**src/rtl/freq_meter_pkg.sv**
```systemverilog
// ---------------------------------------------------------------------------
// freq_meter_pkg
// Shared definitions for the frequency/period meter:
//   - fmcState_t : measurement sequencer states
//   - DEF_GATE_W : default width of the gate-window length
//   - DEF_CNT_W  : default width of edge-count and period results
//   - satInc()   : saturating increment used by every result counter
// ---------------------------------------------------------------------------
package freq_meter_pkg;

  localparam int DEF_GATE_W = 16;
  localparam int DEF_CNT_W  = 16;

  typedef enum logic [1:0] {
    IDLE,
    ARM,
    MEASURE,
    REPORT
  } fmcState_t;

  // Counters of different widths share this helper by working on a 32-bit
  // copy and passing in their own all-ones ceiling.
  function automatic logic [31:0] satInc(input logic [31:0] value,
                                         input logic [31:0] maxVal);
    return (value >= maxVal) ? maxVal : value + 32'd1;
  endfunction

endpackage

```
**src/rtl/freq_meter_ctrl_sig_sync_edge.sv**
```systemverilog
// ---------------------------------------------------------------------------
// sig_sync_edge
// Brings the asynchronous signal under test into the clk domain through a
// two-flop synchronizer, then flags rising edges with one extra delay flop.
// Ports:
//   clk      : sampling clock
//   rst      : synchronous active-high reset, clears all three flops
//   sig_in   : asynchronous input signal
//   edge_det : one-cycle pulse per synchronized rising edge
// The pulse output is called edge_det because "edge" is a reserved word.
// ---------------------------------------------------------------------------
module sig_sync_edge (
  input  logic clk,
  input  logic rst,
  input  logic sig_in,
  output logic edge_det
);

  logic r_sync1;
  logic r_sync2;
  logic r_syncDly;

  // Metastability chain followed by the delay flop used for edge detection.
  always_ff @(posedge clk) begin
    if (rst) begin
      r_sync1   <= 1'b0;
      r_sync2   <= 1'b0;
      r_syncDly <= 1'b0;
    end else begin
      r_sync1   <= sig_in;
      r_sync2   <= r_sync1;
      r_syncDly <= r_sync2;
    end
  end

  assign edge_det = r_sync2 & ~r_syncDly;

endmodule

```
**src/rtl/freq_meter_ctrl.sv**
```systemverilog
// ---------------------------------------------------------------------------
// freq_meter_ctrl
// Runs gated measurement windows on an asynchronous test signal and reports,
// per window, the number of rising edges and the shortest/longest
// edge-to-edge period (in clk cycles) through a valid/ready result port.
//
// Build option: define FMC_JITTER_EN to build min/max period tracking.
// Without it period_min/period_max read 0 and overflow only reflects
// edge-count saturation.
//
// Ports:
//   clk, rst    : clock and synchronous active-high reset
//   start       : one-cycle measurement request, honoured only in IDLE
//   gate_cycles : window length in clk cycles, captured on accepted start
//   sig_in      : asynchronous signal under test
//   busy        : high while arming, measuring or holding a result
//   res_valid   : result available
//   res_ready   : consumer accepts the result
//   edge_count  : rising edges counted inside the window
//   period_min  : shortest period seen (0 when no edges were counted)
//   period_max  : longest period seen
//   overflow    : a counter saturated during the window (sticky per run)
// ---------------------------------------------------------------------------
module freq_meter_ctrl
  import freq_meter_pkg::*;
#(
  parameter int GATE_W = DEF_GATE_W,
  parameter int CNT_W  = DEF_CNT_W
) (
  input  logic              clk,
  input  logic              rst,
  input  logic              start,
  input  logic [GATE_W-1:0] gate_cycles,
  input  logic              sig_in,
  output logic              busy,
  output logic              res_valid,
  input  logic              res_ready,
  output logic [CNT_W-1:0]  edge_count,
  output logic [CNT_W-1:0]  period_min,
  output logic [CNT_W-1:0]  period_max,
  output logic              overflow
);

  localparam logic [31:0] CNT_MAX = 32'((64'd1 << CNT_W) - 64'd1);

  fmcState_t         r_state;
  fmcState_t         w_nextState;
  logic              w_edge;
  logic              w_startAccept;
  logic [GATE_W-1:0] r_gateLen;
  logic [GATE_W-1:0] r_gateCnt;
  logic [CNT_W-1:0]  r_edgeCount;
  logic              r_countOvf;

  sig_sync_edge uSyncEdge (
    .clk      (clk),
    .rst      (rst),
    .sig_in   (sig_in),
    .edge_det (w_edge)
  );

  // State register.
  always_ff @(posedge clk) begin
    if (rst) begin
      r_state <= IDLE;
    end else begin
      r_state <= w_nextState;
    end
  end

  // Next-state and handshake outputs. ARM gives up once the countdown
  // loaded with the window length has hit zero without a reference edge;
  // MEASURE ends on the cycle the countdown reads 1.
  always_comb begin
    w_nextState   = r_state;
    w_startAccept = 1'b0;
    busy          = 1'b0;
    res_valid     = 1'b0;
    case (r_state)
      IDLE: begin
        if (start && (gate_cycles != '0)) begin
          w_startAccept = 1'b1;
          w_nextState   = ARM;
        end
      end
      ARM: begin
        busy = 1'b1;
        if (w_edge) begin
          w_nextState = MEASURE;
        end else if (r_gateCnt == '0) begin
          w_nextState = REPORT;
        end
      end
      MEASURE: begin
        busy = 1'b1;
        if (r_gateCnt == GATE_W'(1)) begin
          w_nextState = REPORT;
        end
      end
      REPORT: begin
        busy      = 1'b1;
        res_valid = 1'b1;
        if (res_ready) begin
          w_nextState = IDLE;
        end
      end
      default: w_nextState = IDLE;
    endcase
  end

  // Window countdown and edge counter. Results are cleared when a start is
  // accepted so a timed-out ARM reports all zeros, and left untouched in
  // REPORT so they stay stable under backpressure.
  always_ff @(posedge clk) begin
    if (rst) begin
      r_gateLen   <= '0;
      r_gateCnt   <= '0;
      r_edgeCount <= '0;
      r_countOvf  <= 1'b0;
    end else begin
      case (r_state)
        IDLE: begin
          if (w_startAccept) begin
            r_gateLen   <= gate_cycles;
            r_gateCnt   <= gate_cycles;
            r_edgeCount <= '0;
            r_countOvf  <= 1'b0;
          end
        end
        ARM: begin
          if (w_edge) begin
            r_gateCnt <= r_gateLen;
          end else if (r_gateCnt != '0) begin
            r_gateCnt <= r_gateCnt - GATE_W'(1);
          end
        end
        MEASURE: begin
          r_gateCnt <= r_gateCnt - GATE_W'(1);
          if (w_edge) begin
            r_edgeCount <= CNT_W'(satInc(32'(r_edgeCount), CNT_MAX));
            if (32'(r_edgeCount) == CNT_MAX) begin
              r_countOvf <= 1'b1;
            end
          end
        end
        default: ;
      endcase
    end
  end

  assign edge_count = r_edgeCount;

`ifdef FMC_JITTER_EN
  logic [CNT_W-1:0] r_periodCnt;
  logic [CNT_W-1:0] r_periodMin;
  logic [CNT_W-1:0] r_periodMax;
  logic             r_periodOvf;

  // Period tracking. The reference edge in ARM restarts the period counter
  // at 1, so an edge N cycles later samples exactly N. The minimum starts
  // from all-ones so the first real period always replaces it.
  always_ff @(posedge clk) begin
    if (rst) begin
      r_periodCnt <= '0;
      r_periodMin <= '1;
      r_periodMax <= '0;
      r_periodOvf <= 1'b0;
    end else begin
      case (r_state)
        IDLE: begin
          if (w_startAccept) begin
            r_periodMin <= '1;
            r_periodMax <= '0;
            r_periodOvf <= 1'b0;
          end
        end
        ARM: begin
          if (w_edge) begin
            r_periodCnt <= CNT_W'(1);
          end
        end
        MEASURE: begin
          if (w_edge) begin
            if (r_periodCnt < r_periodMin) begin
              r_periodMin <= r_periodCnt;
            end
            if (r_periodCnt > r_periodMax) begin
              r_periodMax <= r_periodCnt;
            end
            r_periodCnt <= CNT_W'(1);
          end else begin
            r_periodCnt <= CNT_W'(satInc(32'(r_periodCnt), CNT_MAX));
            if (32'(r_periodCnt) == CNT_MAX) begin
              r_periodOvf <= 1'b1;
            end
          end
        end
        default: ;
      endcase
    end
  end

  // Hide the all-ones starting value when no period was ever sampled.
  assign period_min = (r_edgeCount == '0) ? '0 : r_periodMin;
  assign period_max = r_periodMax;
  assign overflow   = r_countOvf | r_periodOvf;
`else
  assign period_min = '0;
  assign period_max = '0;
  assign overflow   = r_countOvf;
`endif

endmodule

```
**config.mk**
```make
export PLATFORM = sky130hd
export DESIGN_NAME = freq_meter_ctrl
export DESIGN_NICKNAME = d
export VERILOG_FILES = /design/src/rtl/freq_meter_pkg.sv /design/src/rtl/freq_meter_ctrl_sig_sync_edge.sv /design/src/rtl/freq_meter_ctrl.sv
export SDC_FILE = /design/constraint.sdc
export NUM_CORES = 1
export LEC_CHECK = 0
export CORE_UTILIZATION = 46
export CTS_BUF_LIST = sky130_fd_sc_hd__clkbuf_4 sky130_fd_sc_hd__clkbuf_8
export CTS_CLUSTER_DIAMETER = 60
export DETAILED_ROUTE_END_ITERATION = 10
export PLACE_DENSITY = 0.71
export SYNTH_ARGS = -nofsm -noshare
export SYNTH_HDL_FRONTEND = slang
export SYNTH_HIERARCHICAL = 1
export SYNTH_SLANG_ARGS = --single-unit
```
**constraint.sdc**
```tcl
create_clock -name clk -period 3.3 [get_ports clk]
set_clock_uncertainty 0.05 [all_clocks]
set_input_delay 0.495 -clock clk [delete_from_list [all_inputs] [get_ports clk]]
set_output_delay 0.495 -clock clk [all_outputs]
set_load 0.05 [all_outputs]
```
==> flow_metrics.env <==
export IMPL_tightest_slew_ns=0.832
export IMPL_synth_area_mm2=0.00347
export IMPL_whs_ns=0.405
export IMPL_required_ns=3.49
export IMPL_async_reset_ff_share_pct=0
export IMPL_die_w_um=88.8
export IMPL_grt_pass1_vias=2935
export IMPL_synth_area_per_cell_um2=8.01
export IMPL_outcome="complete, no violations"
export IMPL_drive_gt1_share_pct=7.99
export IMPL_yosys_area_top_type="dfxtp_1"
export IMPL_post_cts_buffers=0
export IMPL_p_clk_share_pct=11.0
export IMPL_crit_fanout=13
export IMPL_grt_setup_unrepaired="false"
export IMPL_p_leak_nw=1.39
export IMPL_vias_per_cell=6.09
export IMPL_ys_ff_latch=54
export IMPL_ir_drop_v=0.000439
export IMPL_critPathMaxStageDelay_ns=0.63
export IMPL_nets=492
export IMPL_yosysWarnings=6
export IMPL_antennaDiodeCount=0
export IMPL_cts_hold_buf=0
export IMPL_drv_cap=0
export IMPL_post_dp_hpwl_um=6600
export IMPL_synth_edf_count=0
export IMPL_gr_usage_all_layers_pct=24.5
export IMPL_path_cells="clkdlybuf4s50_1 > or4_1 > o41a_1 > mux2i_4 > o21ai_0 > a21oi_1"
export IMPL_clockBufferDepth=2
export IMPL_grt_pass1_wl_um=14900
export IMPL_htreeDepth=2
export IMPL_setup_tns_ns=0
export IMPL_die_area_mm2=0.00789
export IMPL_crit_buf_inv=1
export IMPL_synth_top_cell_area_share_pct=31.2
export IMPL_ant_nets=0
export IMPL_p_sw_share_pct=49.0
export IMPL_fin_crit_sh_pct=86.4
export IMPL_hold_viol=0
export IMPL_drv_slew=0
export IMPL_post_cts_resized=0
export IMPL_dr_pass1_iters=5
export IMPL_p_switching_w=0.00166
export IMPL_fp_coreArea_mm2=0.00725
export IMPL_setup_viol=0
export IMPL_crit_type="in -> reg"
export IMPL_wl_per_cell_um=17.0
export IMPL_critPathCaptureType="flop"
export IMPL_synth_distinct_cells=72
export IMPL_p_per_area_mw_per_mm2=868
export IMPL_rows=31
export IMPL_max_slew_margin_pct=44.6
export IMPL_reg2reg_slack_ns=0.72
export IMPL_synth_ff_type="dfxtp_1"
export IMPL_netlist_instances=433
export IMPL_vias=3423
export IMPL_clock_fmax_mhz=351
export IMPL_pin_count=72
export IMPL_cp_slowest_cell="or4_1"
export IMPL_grt_max_degree=35
export IMPL_hold_path_class="reg -> reg"
export IMPL_antenna_found_initial=0
export IMPL_cts_sinks=54
export IMPL_pwr_share_comb_pct=60.2
export IMPL_synth_area_leaders="dfxtp_1, buf_4, a21oi_1"
export IMPL_io_buffers=39
export IMPL_gp_congestion=0.909
export IMPL_arrival_ns=3.04
export IMPL_pwr_share_seq_pct=28.7
export IMPL_root_buffer="clkbuf_8"
export IMPL_drc=0
export IMPL_tritoncts="built"
export IMPL_clock_latency_ns=0.30
export IMPL_synth_yosys_seq_area_share_pct=31.2
export IMPL_area_growth_pct=12.7
export IMPL_critical_path_top_delay_family="compound AO/OA/AOI/OAI gates"
export IMPL_wirelength_um=9550
export IMPL_globalRouteOverflowTotal=0
export IMPL_drt_iter0_markers=370
export IMPL_period_needed_ns=2.85
export IMPL_internal_power_w=0.00173
export IMPL_cts_made_buffers=5
export IMPL_clk_pin_slew_ns=0.10
export IMPL_crit_path_start_kind="primary input"
export IMPL_initial_utilization_pct=47.8
export IMPL_die_height_um=88.8
flip-flops by register name (all words and copies together) (netlist names):
signal               count
r_gateLen               16
uSyncEdge/r_sync1        1
r_state                  2
uSyncEdge/r_sync2        1
r_gateCnt               16
edge_count              16
overflow                 1
uSyncEdge/r_syncDly      1
through the flow:
step	power, W	instance area, µm²	setup slack (ns)	utilization, %	cells
after global placement	0.00295	3820	0.249	52.7	556
after detailed placement	0.00298	3820	0.196	52.7	556
final	0.00339	3910	0.450	53.9	562
after global routing	0.00360	3910	0.426	53.9	562
after floorplan	0.00247	3580	0.822	-	464
after CTS	0.00335	3910	0.494	53.9	562
placed cells by master, fill, tap and decap left out, types with 4 or more instances in the layout:
cell and n:
o41ai_1 6, dfxtp_1 54, a311oi_1 4, and4b_1 4, a221oi_1 7, nor2b_1 4
ha_1 7, conb_1 32, xnor2_1 7, buf_4 13, a31oi_1 6, o21ai_0 19
a21oi_1 38, nor3_1 9, clkbuf_8 6, clkdlybuf4s50_1 38, or4_1 4, a211oi_1 4
inv_1 13, or3_1 5, o211ai_1 11, nand3_1 25, nand2_1 40, nor2_1 31
o2111ai_1 4
path summary, 6_finish.rpt:
| check | startpoint | to | depth (start not counted) |
|---|---|---|---|
| hold / removal | uSyncEdge/r_sync1 | uSyncEdge/r_sync2 | 1 |
| setup reg to reg | r_state[0] | edge_count[5] | 6 |
| hold reg to reg | uSyncEdge/r_sync1 | uSyncEdge/r_sync2 | 1 |
| setup / recovery | gate_cycles[7] | r_gateCnt[0] | 6 |
power groups by stage:
| stage | combinational, W | clock (W) | sequential, W |
|---|---|---|---|
| after floorplan | 0.00154 | 0 | 0.000930 |
| after global placement | 0.00197 | 0 | 0.000973 |
| after detailed placement | 0.00200 | 0 | 0.000982 |
| after CTS | 0.00201 | 0.000378 | 0.000967 |
| after global routing | 0.00220 | 0.000406 | 0.000995 |
| final | 0.00204 | 0.000374 | 0.000974 |
routing by layer:
| metal | routed length, µm | GRT usage [%] |
|---|---|---|
| met5 | 0 | 0 |
| met4 | 138 | 7.48 |
| met3 | 848 | 4.29 |
| met2 | 4320 | 36.6 |
| met1 | 4250 | 35.8 |
synth_stat cells (3+ instances only):
cell / number
a31oi_1: 6
nor2b_1: 4
xnor2_1: 7
clkbuf_1: 19
inv_1: 13
buf_4: 34
a311oi_1: 4
nand4_1: 3
o41ai_1: 6
nand3_1: 25
o21ai_2: 3
nor2_1: 31
nand2_1: 40
o211ai_1: 11
or4_1: 4
and4_1: 3
a211oi_1: 4
o21ai_0: 19
dfxtp_1: 54
nor3_1: 9
a221oi_1: 7
and4b_1: 4
ha_1: 7
a221o_1: 3
a21oi_1: 38
xor2_1: 3
o2111ai_1: 4
and3_1: 3
or3_1: 5
worst register-to-register path: stages, from the launching register on:
cell      delay [ns]
dfxtp_1         0.36
inv_1           0.11
ha_1            0.62
nand2_1         0.20
a22oi_1         0.69
o21ai_0         0.19
a221oi_1        0.27
area by class of cell:
| type | count | area, µm² |
|---|---|---|
| Fill cell | 704 | 3350 |
| Clock buffer | 6 | 82.6 |
| Sequential cell | 54 | 1080 |
| Multi-Input combinational cell | 337 | 2080 |
| Tap cell | 99 | 124 |
| Inverter | 14 | 52.6 |
| Timing Repair Buffer | 52 | 483 |
cell families after synthesis:
group	Yosys count	synth area share, %
AO/OA/AOI/OAI	137	28.0
XOR/XNOR	10	2.53
adder cells (fa/ha/maj)	7	2.53
buffers and inverters	73	12.1
flip-flops	54	31.2
multiplexers	2	0.938
other	1	0.108
AND/OR/NAND/NOR	149	22.6
Note: power is estimated with default switching activity, not from simulation.
==> edit: new RTL, same settings <==
Re-encode `fmcState_t` (4 states) as one-hot, 4 bits wide.
--- a/src/rtl/freq_meter_pkg.sv
+++ b/src/rtl/freq_meter_pkg.sv
@@ -11,11 +11,11 @@
   localparam int DEF_GATE_W = 16;
   localparam int DEF_CNT_W  = 16;
 
-  typedef enum logic [1:0] {
-    IDLE,
-    ARM,
-    MEASURE,
-    REPORT
+  typedef enum logic [3:0] {
+    IDLE    = 4'b0001,
+    ARM     = 4'b0010,
+    MEASURE = 4'b0100,
+    REPORT  = 4'b1000
   } fmcState_t;
 
   // Counters of different widths share this helper by working on a 32-bit
Formal check against the unedited RTL: no difference found for any inputs over 10 cycles, from zero or initial values and one cycle with rst high; not proved beyond that.
==> edit against the original RTL <==
  * Design area decreased by 2.8%
  * Maximum frequency decreased by 1.6%
  * Routed wire length decreased by 5.5%
  * Worst setup slack got worse by 0.045 ns
  * Sequential cell count increased by 2
  * Via count decreased by 3.7%
  * Power decreased by 19%
  * Combinational power decreased by 34%
  * Critical path depth decreased by 2
  * Synthesized area decreased by 3.3%
  * Count of clock-buffer cells in the layout increased by 2
==> edit: results (changes against the original RTL) <==
| Metric | Value |
|---|---|
| Average size of a mapped cell | 7.99 um^2 (-0.29%) |
| P_sw | 1270 uW (-23%) |
| HP Start | r_gateLen[14] |
| First-pass DRT Iterations | 7 (+2) |
| Final #Nets | 472 (-4.1%) |
| Initial DRC Count | 284 (-23%) |
| Hold worst-path end | r_gateLen[14] |
| Signal buf overhead | 12.1% (-0.30 points) |
| Leakage power | 0.00137 uW (-1.8%) |
| Non-clock buffer count | 48 (-7.7%) |
| DP Area | 3700 um^2 (-3.3%) |
| Synth cell types | 67 (-6.9%) |
| Drt wl/cell | 16.6 um (-2.5%) |
| Power share of the clock group | 15.3% (+4.3 points) |
| Number of clock buffers in the layout | 8 (+2) |
| First-pass GRT wire length | 14.5 mm (-2.7%) |
| Sequential share of cell area | 29.5% (+1.9 points) |
| Layout clock area frac | 2.57% (+0.46 points) |
| Placed cell count | 537 (-3.4%) |
| Register area share after synthesis | 33.4% (+2.3 points) |
| Seq cells post-synth | 56 (+3.7%) |
| Fin cells | 545 (-3.0%) |
| Fillers | 680 (-3.4%) |
| Largest net degree at the start of global routing | 44 (+26%) |
| CP peak stage delay | 0.80 ns (+0.17 ns) |
| Gates resized, CTS repair | 0 (unchanged) |
| Comb power frac | 49.6% (-11 points) |
| Internal power | 1460 uW (-16%) |
| Syn-to-layout area delta | 13.2% |
| Multi-input gate area | 1960 um^2 (-6.1%) |
| RR Startpoint | edge_count[0] |
| Worst hold slack | 0.412 ns (+0.00609 ns) |
| Commonest cells in the netlist | dfxtp_1 (56), a21oi_1 (40), nand2_1 (37) |
| Inverters | 11 (-3) |
| Total track usage | 24.2% (-0.29 points) |
| Sequential cell area | 1120 um^2 (+3.7%) |
| Vias in the first global route | 2937 (+0.068%) |
| Placer Congestion | 0.896 (-1.5%) |
| Via count | 3298 (-3.7%) |
| Layout cells sized above 1 | 8.24% (+0.25 points) |
| Worst Path Arrival | 2.35 ns (-0.69 ns) |
| Maximum VDD drop | 0.274 mV (-38%) |
| Outcome | finished clean |
| Hpwl dp | 6.50 mm (-1.5%) |
| Area contributors post-synth | dfxtp_1 (33%), buf_4 (7.4%), a21oi_1 (6.0%) |
| R2R Setup Slk | 0.86 ns (+0.14 ns) |
| RR Endpoint | edge_count[10] |
| Worst skew pair latency | 0.32 ns (+0.02 ns) |
| CP max FO | 8 (-5) |
| CP max-delay cell | clkdlybuf4s50_1 |
| Delay-heaviest family, CP | buffers and inverters |
edit: cells by family (layout without fill, tap and decap cells):
group	after synthesis	count (layout)	synth area share, %
compound gates	136	136	28.8
xor+xnor	1	1	0.261
fa+ha+maj	3	3	1.12
buf+inv	69	67	11.9
flops	56	56	33.4
other cells	1	32	0.112
simple gates	154	154	24.4
edit: worst max-delay path by stage:
stage,start,to,slack (ns)
after floorplan,r_state[3],busy,0.1
final,r_state[2],busy,0.40
after global routing,r_state[2],busy,0.25
after global placement,gate_cycles[0],edge_count[7],0.55
after detailed placement,gate_cycles[0],edge_count[7],0.49
after CTS,r_state[2],busy,0.40
edit: tightest hold or removal path, stage by stage (launching register included):
cell,delay [ns]
dfxtp_1,0.32
nand2_1,0.05
a21oi_1,0.05
edit: layer usage:
layer | part of all wire [%] | wire length [um] | global-route usage [%]
met1 | 45 | 4070 | 32.2
met2 | 47 | 4210 | 39.3
met3 | 6.8 | 611 | 5.02
met4 | 1.5 | 136 | 7.45
met5 | 0 | 0 | 0
